===== src/rtl/uart_defs.sv =====
// Shared UART definitions: scheduler FSM state encodings and baud-select codes.
// Used by uart_tx_sched, uart_tx and uart_rx.
package uart_defs;

    typedef enum logic [1:0] {
        StIdle   = 2'd0,
        StLaunch = 2'd1,
        StWait   = 2'd2
    } tx_state_e;

    typedef logic [2:0] bps_t;

    localparam bps_t Bps9600   = 3'd0;
    localparam bps_t Bps19200  = 3'd1;
    localparam bps_t Bps38400  = 3'd2;
    localparam bps_t Bps57600  = 3'd3;
    localparam bps_t Bps115200 = 3'd4;

endpackage


===== src/rtl/uart_sync_fifo.sv =====
// Single-clock FIFO with registered full/empty and an occupancy count.
// Full rejects a push even when a pop happens in the same cycle.
module uart_sync_fifo #(
    parameter int unsigned WIDTH = 8,
    parameter int unsigned DEPTH = 8
) (
    input  logic                     clk_i,
    input  logic                     rst_i,
    input  logic                     push_i,
    input  logic [WIDTH-1:0]         push_data_i,
    input  logic                     pop_i,
    output logic [WIDTH-1:0]         head_o,
    output logic                     full_o,
    output logic                     empty_o,
    output logic [$clog2(DEPTH):0]   level_o
);

    localparam int unsigned AW = $clog2(DEPTH);

    logic [WIDTH-1:0] mem_q [DEPTH];
    logic [AW-1:0]    wr_ptr_q, rd_ptr_q;
    logic [AW:0]      level_q, level_d;
    logic             full_q, empty_q;
    logic             do_push, do_pop;

    assign do_push = push_i && !full_q;
    assign do_pop  = pop_i && !empty_q;

    always_comb begin
        level_d = level_q;
        if (do_push && !do_pop) begin
            level_d = level_q + (AW+1)'(1);
        end else if (!do_push && do_pop) begin
            level_d = level_q - (AW+1)'(1);
        end
    end

    always_ff @(posedge clk_i) begin
        if (rst_i) begin
            wr_ptr_q <= '0;
            rd_ptr_q <= '0;
            level_q  <= '0;
            full_q   <= 1'b0;
            empty_q  <= 1'b1;
        end else begin
            if (do_push) wr_ptr_q <= wr_ptr_q + AW'(1);
            if (do_pop)  rd_ptr_q <= rd_ptr_q + AW'(1);
            level_q <= level_d;
            full_q  <= (level_d == (AW+1)'(DEPTH));
            empty_q <= (level_d == '0);
        end
    end

    // Storage has no reset; occupancy is tracked by the pointers.
    always_ff @(posedge clk_i) begin
        if (do_push) mem_q[wr_ptr_q] <= push_data_i;
    end

    assign head_o  = mem_q[rd_ptr_q];
    assign full_o  = full_q;
    assign empty_o = empty_q;
    assign level_o = level_q;

endmodule


===== src/rtl/uart_tx_sched.sv =====
// Round-robin two-requester transmit scheduler in front of uart_tx: buffers bytes,
// launches one frame at a time, times out stuck frames and applies baud changes between frames.
module uart_tx_sched
    import uart_defs::*;
#(
    parameter int unsigned FIFO_DEPTH  = 8,
    parameter int unsigned TIMEOUT_CYC = 524288,
    parameter logic [2:0]  BPS_RST     = 3'd2
) (
    input  logic                          i_sys_clk,
    input  logic                          i_sys_rst,
    input  logic                          i_req0_valid,
    input  logic [7:0]                    i_req0_data,
    output logic                          o_req0_ready,
    input  logic                          i_req1_valid,
    input  logic [7:0]                    i_req1_data,
    output logic                          o_req1_ready,
    input  logic                          i_cfg_wr,
    input  logic [2:0]                    i_cfg_bps,
    output logic [7:0]                    o_tx_data,
    output logic                          o_tx_flag,
    output logic [2:0]                    o_tx_bps,
    input  logic                          i_tx_finsh,
    input  logic                          i_err_clr,
    output logic                          o_busy,
    output logic [$clog2(FIFO_DEPTH):0]   o_fifo_level,
    output logic                          o_timeout_err
);

    localparam int unsigned TW = $clog2(TIMEOUT_CYC);

    tx_state_e   state_q, state_d;
    logic [TW-1:0] cnt_q, cnt_d;
    logic [7:0]  data_q, data_d;
    logic        last_q;
    logic        err_q;
    logic        pend_q;
    bps_t        pend_bps_q, bps_q;

    logic        grant0, grant1;
    logic        fifo_full, fifo_empty;
    logic        push, pop, apply, to_set;
    logic [7:0]  push_data, head;

    // last_q = 1 means the previous accepted write came from req1.
    assign grant0       = i_req0_valid && (!i_req1_valid || last_q);
    assign grant1       = i_req1_valid && !grant0;
    assign o_req0_ready = grant0 && !fifo_full;
    assign o_req1_ready = grant1 && !fifo_full;
    assign push         = (i_req0_valid && o_req0_ready) || (i_req1_valid && o_req1_ready);
    assign push_data    = grant0 ? i_req0_data : i_req1_data;

    uart_sync_fifo #(
        .WIDTH (8),
        .DEPTH (FIFO_DEPTH)
    ) u_fifo (
        .clk_i       (i_sys_clk),
        .rst_i       (i_sys_rst),
        .push_i      (push),
        .push_data_i (push_data),
        .pop_i       (pop),
        .head_o      (head),
        .full_o      (fifo_full),
        .empty_o     (fifo_empty),
        .level_o     (o_fifo_level)
    );

    always_comb begin
        state_d = state_q;
        cnt_d   = cnt_q;
        data_d  = data_q;
        pop     = 1'b0;
        apply   = 1'b0;
        to_set  = 1'b0;
        unique case (state_q)
            StIdle: begin
                // A pending baud change is applied before the next frame starts.
                if (pend_q) begin
                    apply = 1'b1;
                end else if (!fifo_empty) begin
                    pop     = 1'b1;
                    data_d  = head;
                    state_d = StLaunch;
                end
            end
            StLaunch: begin
                cnt_d   = '0;
                state_d = StWait;
            end
            StWait: begin
                if (i_tx_finsh) begin
                    state_d = StIdle;
                end else if (cnt_q == TW'(TIMEOUT_CYC - 1)) begin
                    to_set  = 1'b1;
                    state_d = StIdle;
                end else begin
                    cnt_d = cnt_q + TW'(1);
                end
            end
            default: state_d = StIdle;
        endcase
    end

    always_ff @(posedge i_sys_clk) begin
        if (i_sys_rst) begin
            state_q    <= StIdle;
            cnt_q      <= '0;
            data_q     <= 8'h00;
            last_q     <= 1'b1;
            err_q      <= 1'b0;
            pend_q     <= 1'b0;
            pend_bps_q <= BPS_RST;
            bps_q      <= BPS_RST;
        end else begin
            state_q <= state_d;
            cnt_q   <= cnt_d;
            data_q  <= data_d;
            if (push) last_q <= grant1;
            if (to_set) begin
                err_q <= 1'b1;
            end else if (i_err_clr) begin
                err_q <= 1'b0;
            end
            if (apply) bps_q <= pend_bps_q;
            // A new write in the apply cycle re-arms the pending bit with the new value.
            if (i_cfg_wr) begin
                pend_q     <= 1'b1;
                pend_bps_q <= i_cfg_bps;
            end else if (apply) begin
                pend_q <= 1'b0;
            end
        end
    end

    assign o_tx_data     = data_q;
    assign o_tx_flag     = (state_q == StLaunch);
    assign o_tx_bps      = bps_q;
    assign o_busy        = (state_q != StIdle) || !fifo_empty;
    assign o_timeout_err = err_q;

endmodule


===== config.mk =====
export PLATFORM = sky130hd
export DESIGN_NAME = uart_tx_sched
export DESIGN_NICKNAME = d
export VERILOG_FILES = /design/src/rtl/uart_defs.sv /design/src/rtl/uart_sync_fifo.sv /design/src/rtl/uart_tx_sched.sv
export SDC_FILE = /design/constraint.sdc
export NUM_CORES = 1
export LEC_CHECK = 0
export ABC_CLOCK_PERIOD_IN_PS = 2400
export CORE_UTILIZATION = 57
export DETAILED_ROUTE_END_ITERATION = 12
export PLACE_DENSITY_LB_ADDON = 0.1
export SLEW_MARGIN = 20
export SYNTH_ARGS = -nofsm -noshare
export SYNTH_HDL_FRONTEND = slang
export SYNTH_SLANG_ARGS = --single-unit

===== constraint.sdc =====
create_clock -name i_sys_clk -period 2.4 [get_ports i_sys_clk]
set_input_delay 0.24 -clock i_sys_clk [delete_from_list [all_inputs] [get_ports i_sys_clk]]
set_output_delay 0.24 -clock i_sys_clk [all_outputs]
set_load 0.01 [all_outputs]

==> results.json <==
{
  "die_height_um": 94.6,
  "post_drt_wl_per_cell_um": 17.4,
  "crit_fanout": 5,
  "synth_cell_types": 55,
  "finalSetupTns_ns": 0,
  "yosys_warnings": 0,
  "synth-seq-cells": 114,
  "clkLatencyLatePin_ns": 0.50,
  "cap_violations": 0,
  "syn_nets": 421,
  "max_freq_mhz": 458,
  "clockBufferDepth": 2,
  "fin_util": 0.745,
  "vias": 3287,
  "yosys-top-cells-area": "edfxtp_1, dfxtp_1, mux4_2, nor2_1, mux2i_1",
  "grt_pass1_vias": 3324,
  "post-route-period-util": 0.910,
  "cts-buffers-inserted": 17,
  "slew_violations": 0,
  "drive_gt1_frac": 0.182,
  "slowest_delay_ns": 0.53,
  "hp-start": "i_cfg_bps[1]",
  "htree_levels": 4,
  "path_clk_slew_ns": 0.06,
  "drc": 0,
  "final-setup-viol-count": 0,
  "min_period_ns": 2.18,
  "finalHoldViolations": 0,
  "cts_setup_buffers": 0,
  "cp_data_arrival_time_ns": 2.60,
  "place.gp.congestion": 0.847,
  "antenna_found_initial": 0,
  "antenna_cells": 0,
  "final_cells": 571,
  "reg2reg_from": "state_q[0]",
  "synth.largest_area_cell": "edfxtp_1",
  "dr.pass1.iters": 4,
  "coreArea_mm2": 0.00826,
  "synth_area_mm2": 0.00489,
  "synth_cells": 386,
  "synth_ff_type": "edfxtp_1",
  "status": "finished, final reports clean",
  "worst_setup_path_start_kind": "flop",
  "cts_hold_buffers": 0,
  "synth.most_common_cell": "edfxtp_1",
  "overflow": 0,
  "critPathCaptureType": "flop",
  "initialDrtViolationCount": 138,
  "start_util": 0.592,
  "ir_drop_uv": 609,
  "die-area_mm2": 0.00896,
  "die_w_um": 94.6,
  "tightest_slew_ns": 0.711,
  "cts-root-buf": "clkbuf_8",
  "synthArstFlopShare": 0,
  "ys_seq_area_frac": 0.597,
  "crit_chain": "inv_1, ha_1, nand2b_1, or4_1, o31a_1, or3_1, a21oi_1",
  "relSlewSlack": 0.526,
  "area_growth_pct": 25.8,
  "ioPinCount": 46,
  "cp-startpoint": "state_q[0]",
  "postRouteAntennaNets": 0,
  "fin_worst_skew_ns": 0.0124,
  "cp.required_ns": 2.82,
  "row_count": 33,
  "cts_tree": "yes",
  "power.leakage_nw": 2.12,
  "grt_pass1_wl_um": 16300,
  "min_path_type": "input pin to flop",
  "cts_resized": 0,
  "portBuffers": 45,
  "via_per_inst": 5.76,
  "synth_edf_count": 64,
  "path_class": "flop to flop",
  "powerDensity_mw_per_mm2": 1030,
  "avgSynthCellArea_um2": 12.7,
  "final_nets": 488,
  "rsz0062_at_grt": "false",
  "grt_max_degree": 20,
  "routed_wirelength_um": 9950,
  "crit_slowest_cell": "or4_1",
  "synth_top_area_frac": 0.393,
  "clock_sinks": 114,
  "critPathBufInv": 1,
  "dp_hpwl_um": 6330,
  "grt_usage": 0.247,
  "crit_family": "simple AND/OR/NAND/NOR gates",
  "synth.cells.most_frequent": "edfxtp_1, dfxtp_1, nor2_1, nand2_1, mux4_2",
  "dp.cells": 539
}
## worst paths after layout
kind                            slack, ns  cells after the start            end
worst min register to register       0.46                      2    o_tx_bps[0]
worst max register to register       0.22                      7      cnt_q[11]
worst max-delay path                 0.22                      7      cnt_q[11]
worst min-delay path                 0.34                      2  pend_bps_q[1]
## per-stage QoR
stage / total power, mW / setup slack, ns / hold slack (ns) / cell area, um2
detailed placement: 3.78 / 0.265 / 0.453 / 5530
global route: 6.64 / 0.0150 / 0.321 / 6150
CTS: 6.39 / 0.210 / 0.322 / 6150
global placement: 3.74 / 0.308 / 0.449 / 5530
floorplan: 3.30 / 0.432 / 0.357 / 4890
finish: 6.34 / 0.216 / 0.338 / 6150
## power breakdown
group	leakage (nW)	total (mW)	switching (mW)	internal, mW
clock network	0.301	2.59	0.893	1.70
logic	0.826	1.37	0.696	0.674
registers	0.992	2.39	0.122	2.26
total	2.12	6.34	1.71	4.63
## cells in the final DEF (no fill, tap or decap), drive strengths merged, types with 8 or more instances in the layout
master	netlist	final
clkbuf	8	17
a211oi	10	10
ha	9	9
mux2	8	8
inv	8	11
nand2b	11	11
edfxtp	64	64
mux2i	13	13
nand3	10	10
dfxtp	50	50
nor2	47	47
nor3	10	10
buf	6	17
clkdlybuf4s50	0	45
xnor2	12	12
nand2	27	27
a21oi	14	14
mux4	16	16
## layer usage
layer,wire length (um),vias up,global-route usage,part of all wire
li1,-,1587,-,-
met1,4260,1599,0.314,0.43
met2,4980,91,0.407,0.50
met3,601,10,0.0676,0.060
met4,103,0,0.0871,0.010
met5,0,-,0,0
## kinds of logic (layout without fill, tap and decap cells)
| logic type | Yosys count | count (layout) | synth area share |
|---|---|---|---|
| compound gates | 54 | 54 | 0.0783 |
| xor+xnor | 14 | 14 | 0.0251 |
| fa+ha+maj | 9 | 9 | 0.0230 |
| buf+inv | 22 | 102 | 0.0202 |
| flops | 114 | 114 | 0.597 |
| mux | 37 | 37 | 0.119 |
| simple gates | 136 | 136 | 0.137 |
## registers in the layout (all words and copies together), names as in the netlist, 2 cells and up
name and cells:
u_fifo.mem_q 64, cnt_q 19, o_tx_data 8, u_fifo.level_o 4, o_tx_bps 3, pend_bps_q 3, u_fifo.rd_ptr_q 3, u_fifo.wr_ptr_q 3
state_q 2
## layout make-up
type / instances / area, um2
Clock inverter: 15 / 206
Timing Repair Buffer: 62 / 578
Clock buffer: 17 / 414
Tap cell: 105 / 131
Inverter: 8 / 30.0
Sequential cell: 114 / 2920
Multi-Input combinational cell: 250 / 1870
Fill cell: 566 / 2100
(Power assumes the default switching activity.)
